===== config.mk =====
export PLATFORM = sky130hd
export DESIGN_NAME = alu
export DESIGN_NICKNAME = d
export VERILOG_FILES = /design/src/rtl/alu_pkg.sv /design/src/rtl/alu_decode.sv /design/src/rtl/alu.sv
export SDC_FILE = /design/constraint.sdc
export NUM_CORES = 2
export LEC_CHECK = 0
export CAP_MARGIN = 10
export CORE_UTILIZATION = 58
export CTS_CLUSTER_DIAMETER = 150
export DETAILED_ROUTE_END_ITERATION = 10
export PLACE_DENSITY = 0.84
export RECOVER_POWER = 100
export SLEW_MARGIN = 0
export SYNTH_ARGS = -nofsm -noshare
export SYNTH_HDL_FRONTEND = slang
export SYNTH_HIERARCHICAL = 1
export SYNTH_SLANG_ARGS = --single-unit

===== constraint.sdc =====
create_clock -name clk -period 151.6 [get_ports clk]
set_clock_uncertainty 0.2 [all_clocks]
set_input_delay 30.32 -clock clk [delete_from_list [all_inputs] [get_ports clk]]
set_output_delay 30.32 -clock clk [all_outputs]
set_load 0.02 [all_outputs]

===== src/rtl/alu_pkg.sv =====
// rtl/alu_pkg.sv - opcode constants, ALU op encoding and flag indices
package alu_pkg;

    localparam logic [4:0] ADD   = 5'b00010;
    localparam logic [4:0] ADDI  = 5'b00011;
    localparam logic [4:0] SUB   = 5'b00100;
    localparam logic [4:0] SUBI  = 5'b00101;
    localparam logic [4:0] MUL   = 5'b00110;
    localparam logic [4:0] MOVEH = 5'b00111;
    localparam logic [4:0] DIV   = 5'b01000;
    localparam logic [4:0] AND   = 5'b01010;
    localparam logic [4:0] ANDI  = 5'b01011;
    localparam logic [4:0] OR    = 5'b01100;
    localparam logic [4:0] ORI   = 5'b01101;
    localparam logic [4:0] NOT   = 5'b01110;
    localparam logic [4:0] XOR   = 5'b10000;
    localparam logic [4:0] XORI  = 5'b10001;
    localparam logic [4:0] CMP   = 5'b10010;
    localparam logic [4:0] CALL  = 5'b11001;
    localparam logic [4:0] RET   = 5'b11010;
    localparam logic [4:0] RETI  = 5'b11011;
    localparam logic [4:0] ST    = 5'b11100;
    localparam logic [4:0] LD    = 5'b11101;
    localparam logic [4:0] MOVEL = 5'b11110;

    typedef enum logic [2:0] {
        ADDA = 3'b000,
        SUBA = 3'b001,
        MULA = 3'b010,
        DIVA = 3'b011,
        ANDA = 3'b100,
        ORA  = 3'b101,
        XORA = 3'b110,
        NOTA = 3'b111
    } alu_op_t;

    localparam int FLAG_N = 1;
    localparam int FLAG_Z = 0;

endpackage


===== src/rtl/alu_decode.sv =====
// rtl/alu_decode.sv - combinational opcode to ALU op mapping
module alu_decode
    import alu_pkg::*;
(
    input  logic [4:0] opcode,
    output alu_op_t    op
);

    // Anything not listed (branches, calls, undefined) falls back to ADDA.
    always_comb begin
        op = ADDA;
        case (opcode)
            ADD, ADDI, ST, LD:         op = ADDA;
            SUB, SUBI, CMP:            op = SUBA;
            MUL:                       op = MULA;
            DIV:                       op = DIVA;
            AND, ANDI, MOVEH, MOVEL:   op = ANDA;
            OR, ORI:                   op = ORA;
            XOR, XORI:                 op = XORA;
            NOT:                       op = NOTA;
            default:                   op = ADDA;
        endcase
    end

endmodule


===== src/rtl/alu.sv =====
// rtl/alu.sv - 32-bit execute-stage ALU with registered result and N/Z flags
module alu
    import alu_pkg::*;
#(
    parameter int WIDTH = 32
) (
    input  logic             clk,
    input  logic             rst,
    input  logic [WIDTH-1:0] a,
    input  logic [WIDTH-1:0] b,
    input  logic [4:0]       opcode,
    output logic [WIDTH-1:0] alu_out,
    output logic [1:0]       flags
);

    localparam logic [WIDTH-1:0] MIN_INT = {1'b1, {(WIDTH-1){1'b0}}};

    alu_op_t          op;
    logic [WIDTH-1:0] result;
    logic             ovf;
    logic             n_flag;
    logic             z_flag;
    logic signed [WIDTH-1:0] sa;
    logic signed [WIDTH-1:0] sb;

    assign sa = a;
    assign sb = b;

    alu_decode u_decode (
        .opcode (opcode),
        .op     (op)
    );

    // Zero divisor and MIN/-1 are special-cased so the divider never sees them.
    always_comb begin
        result = '0;
        case (op)
            ADDA: result = a + b;
            SUBA: result = a - b;
            MULA: result = sa * sb;
            DIVA: begin
                if (b == '0)
                    result = '0;
                else if (a == MIN_INT && b == '1)
                    result = MIN_INT;
                else
                    result = sa / sb;
            end
            ANDA: result = a & b;
            ORA:  result = a | b;
            XORA: result = a ^ b;
            NOTA: result = ~a;
            default: result = '0;
        endcase
    end

    // For subtraction N is the true signed a<b, corrected for overflow.
    assign ovf    = (a[WIDTH-1] != b[WIDTH-1]) && (result[WIDTH-1] != a[WIDTH-1]);
    assign n_flag = (op == SUBA) ? (result[WIDTH-1] ^ ovf) : result[WIDTH-1];
    assign z_flag = (result == '0);

    always_ff @(posedge clk) begin
        if (rst) begin
            alu_out <= '0;
            flags   <= 2'b00;
        end else begin
            alu_out        <= result;
            flags[FLAG_N]  <= n_flag;
            flags[FLAG_Z]  <= z_flag;
        end
    end

endmodule


# Yosys cells after proc, flatten, opt, wreduce, memory -nomap -nowiden
# Memories as Yosys holds them, arrays and structs flattened.
# Cells that the tools add are included.
[word_totals]
regBits = 34
romBits = 96
in_bits = 71
output_inout_bits = 34
wordCells = 32
memories = 1
[op_classes]
n_addsub = 2
mul = 1
div = 1
eq_ne = 11
muxes = 4
bitwise = 5
reduce_logical = 5
[mem_list]
columns = ["name", "words", "word_bits", "rd", "rd_ports_with_merged_regs", "wr", "line_no", "rtl"]
rows = [
  ["(no name shown)", 32, 3, 1, 0, 0, "alu_decode.sv:12", "case (opcode)"],
]
[ops]
columns = ["op", "count"]
rows = [
  ["32-bit case mux with 8 select lines", 1],
  ["32-bit == test (second input constant)", 2],
  ["32-bit logical NOT", 2],
  ["32-bit two-way mux", 2],
  ["32-bit adder", 1],
  ["32-bit AND", 1],
  ["32-bit by 32-bit divider with 32-bit output", 1],
  ["32-bit by 32-bit multiplier with 32-bit output", 1],
  ["32-bit inverter", 1],
  ["32-bit bitwise OR", 1],
  ["32-bit subtractor", 1],
  ["32-bit XOR", 1],
  ["3-bit == test (second input constant)", 4],
  ["3-bit by 2-bit == test with 1-bit output (second input constant)", 2],
  ["3-bit by 1-bit == test with 1-bit output (second input constant)", 1],
  ["3-bit logical NOT", 1],
  ["1-bit logical AND", 2],
  ["1-bit inequality test", 2],
  ["1-bit two-way mux", 1],
  ["1-bit XOR", 1],
]

# Depth between registers and ports, before layout
[depth]
word_depth = 9
depth_mapped = 387
ltp_nobuf = 355

# Modules after synthesis
# The synthesis kept the hierarchy.
[by_module_without_submodules]
columns = ["mod", "instances", "cells_each", "area_per_inst_um2", "seq_area_each_um2"]
rows = [
  ["alu", 1, 7228, 52321.4, 680.7],
  ["alu_decode", 1, 16, 117.6, 0.0],
]

# Worst setup path before layout
# No wires, ideal clock.
[synth_timing]
path_kind = "input -> register"
startpoint = "input port b[0]"
endpoint = "register flags[0]"
setup_time_ps = 60
t_arrival_ps = 109261
required_time_ps = 151340
setup_slack_ps = 42079
stages = 350
path_buffers = 52
path_cell_list = "inv_1 clkbuf_1 ha_1 or4b_2 o41ai_1 xnor2_1 and4_1 buf_2 and4_1 buf_2 nand3_2 buf_4 o31ai_2 nand2_1 ha_1 o21a_1 o21ai_0 a211oi_1 [314 not listed] a21o_1 a21o_1 a21oi_1 o21ai_0 a21oi_1 and2_1 clkbuf_1 ha_1 o211a_1 and4_1 clkbuf_1 nand2_1 o311ai_0 nand3_1 nor3_1 nand4_1 nor4_1 and3b_1"
[synth_via]
elab_chain_cells = 6
word_cells_on_any_way = 14
cone_classes = "add/sub: 2; mul: 1; div: 1; eq/ne: 1; mux: 3; bitwise: 3; reduce/logical: 3"
[synth_lines]
columns = ["item", "line_no", "rtl"]
rows = [
  ["start, declared", "alu.sv:10", "input logic [WIDTH-1:0] b,"],
  ["parallel branches: the longest is 4 deep, another holds 32-bit by 32-bit divider with 32-bit output", "--", ""],
  ["32-bit case mux with 8 select lines *", "alu.sv:37", "case (op)"],
  ["32-bit logical NOT *", "alu.sv:60", "assign z_flag = (result == '0);"],
  ["end signal, assigned by index", "alu.sv:68", "flags[FLAG_N] <= n_flag;"],
  ["end signal, assigned by index", "alu.sv:69", "flags[FLAG_Z] <= z_flag;"],
  ["end, declared", "alu.sv:13", "output logic [1:0] flags"],
]
# Mark *: on every way between the ends.
# A chain may end at the register's enable or synchronous reset.

# Worst setup path in the final report
[layout_timing]
startpoint = "input port b[1]"
endpoint = "register flags[0]"
# The elaborated chain is that of the path after synthesis.

==> out/results.ini <==
[global_routing]
grt_max_degree = 61
grt_overflow = 0
grt_antenna_before_repair = 12
grt_pass1_wl_um = 346000
gr-usage-all-layers_pct = 50.5
grt_pass1_vias = 55605

[critical_path]
critPathMaxFanout = 37
cp.arrival_ns = 135.62
cpPeakStageDelay_ns = 1.92
critPathCaptureType = flop
crit_top_cell = ha_1
crit_buf_inv = 28
crit_slowest_cell = clkbuf_1
start_kind = primary input
critPathKind = primary input to flop
critPathTopFamily = compound AO/OA/AOI/OAI gates
critical_path_required_ns = 151.65

[die]
die_w_um = 303
die-area_um2 = 91600
start_util_pct = 59.0
die_h_um = 303
rows = 109
fp.coreArea_um2 = 88900
ios = 105

[drt]
drt_first_pass_iters = 9
drt_wl_total_um = 237000
dr_total_vias = 58193
drtIter0Drc = 8501
drc = 0
antenna_left = 0
routed_via_density = 6.93
wire_per_inst_um = 28.3

[clock_tree]
cts_tree = yes
hold_buffers = 0
cts_buffer_depth = 2
cts_resized = 0
cts_setup_buffers = 0
htreeDepth = 2
root_buffer = clkbuf_16
cts_sinks = 34
cts_buffers = 5
cts.clk_slew.worst_paths_ns = 0.07

[yosys]
avgSynthCellArea_um2 = 7.24
ys_ff_latch = 34
async_flop_share_pct = 0
yosysTopAreaCell = ha_1
synth_cell_types = 118
synth_top_cell_area_share_pct = 18.6
yosys-top-cells-area = ha_1 19%, fa_1 16%, nand2_1 6.2%, xnor2_1 6.1%, inv_1 5.5%
synth_common_cells = 864 x nand2_1, 778 x ha_1, 764 x inv_1
synth_fp_nets = 8502
synth_edf_count = 0
synth_seq_area_share_pct = 1.30
synthFlopType = dfxtp_1
synthesis.area_um2 = 52400
syn_inst = 7244
yosysMostFrequentCell = nand2_1
synth_warnings = 6

[min_path]
hp-class = primary input to flop

[final_layout]
layout.nets = 8474
syn_to_final_growth_pct = 5.42
post-route-util_pct = 62.2
drive_gt1_share_pct = 5.50

[sta]
timing.setup.tns_ns = 0
setup-violations-final = 0
fin_hold_ws_ns = 30.69
worst_slew_pin_slew_ns = 2.66
clock.fmax_ghz = 0.00738
post-route-period-util_pct = 89.4
rsz0062_at_grt = no
final.setup.worst_slack_ns = 16.02
relSlewSlack_pct = -77.6
final_max_slew_viol_count = 175
hold_viol_final = 0
period_minus_slack_ns = 135.58

[placement]
pre_cts_slack_ns = 29.48
dp_hpwl_um = 188000
numPortBuffers = 104
gp_congestion = 1.13

[power_and_ir_drop]
ir_drop_v = 0.0000889
p_per_area_nw_per_um2 = 24.4
leakage_nw = 26.7
p_total_w = 0.00135

[job]
drv_cap = 7

[status]
status = finished, violations left
violations = capacitance limit, slew limit

-- area by class of cell --
type | count | area (um^2)
fillers | 8239 | 33600
clock buffers | 5 | 125
diodes | 13 | 32.5
flip-flops and latches | 34 | 681
clock inverters | 3 | 68.8
multi-input cells | 6136 | 47800
repair buffers | 253 | 2130
inverters | 786 | 2950
well taps | 1165 | 1460
-- registers in the layout, summed over array words and instances (netlist names) --
| name | cells |
|---|---|
| flags | 2 |
| alu_out | 32 |
-- final timing paths --
kind  start  endpoint  depth (start not counted)
min     rst  flags[1]                          3
max    b[1]  flags[0]                        325
-- layer usage --
| metal | vias to the layer above | GRT usage [%] | wire (um) |
|---|---|---|---|
| met1 | 27223 | 63.6 | 85200 |
| met2 | 4567 | 73.7 | 94400 |
| li1 | 25187 | - | - |
| met3 | 1210 | 15.5 | 36600 |
| met5 | - | 0 | 41 |
| met4 | 6 | 34.8 | 20800 |
-- report_power, final --
part,switching (W),total (W),internal [W]
sequential,0.000000856,0.0000128,0.0000119
combinational,0.000816,0.00132,0.000505
clock,0.00000528,0.0000148,0.00000949
total,0.000822,0.00135,0.000526
-- cells by family (layout without fill, tap and decap cells) --
group                    count (synthesis)  after routing  share of synthesized area [%]
other                                    0             13                              0
buffers and inverters                 1074           1047                           7.81
AND/OR/NAND/NOR                       2505           2505                           22.1
multiplexers                           129            129                           3.15
flip-flops                              34             34                           1.30
adder cells (fa/ha/maj)               1188           1188                           34.2
XOR/XNOR                               539            539                           9.00
AO/OA/AOI/OAI                         1775           1775                           22.5
-- cell usage in the layout (no fill, tap or decap), types with 20 or more instances in the layout --
master and instances:
xor2_1 176, and4_1 21, a211o_1 21, inv_1 762, nand4_1 88, o21a_1 144
xnor2_1 345, dlygate4sd3_1 35, dfxtp_1 34, mux2i_1 44, o21ai_0 311, buf_4 139
nand2b_1 59, a21boi_0 23, nor3_1 181, nand2_1 864, or3_1 66, or2_2 60
fa_1 409, o211ai_1 53, nor2_1 720, ha_1 778, o21bai_1 43, and2_1 46
a21oi_1 444, o22ai_1 24, mux4_2 21, and3_1 53, a211oi_1 55, a31oi_1 86
nand3_1 139, mux2_2 60, nor2b_1 88, nor4_1 38, a21o_1 195, o31ai_1 63
a221oi_1 20, clkdlybuf4s50_1 68
-- metrics by stage --
stage | std cells | area, um^2
floorplan | 7244 | 52400
global placement | 8373 | 55100
detailed placement | 8374 | 55100
CTS | 8382 | 55300
global route | 8385 | 55300
finish | 8395 | 55300
Power figures use the tool's default switching activity.
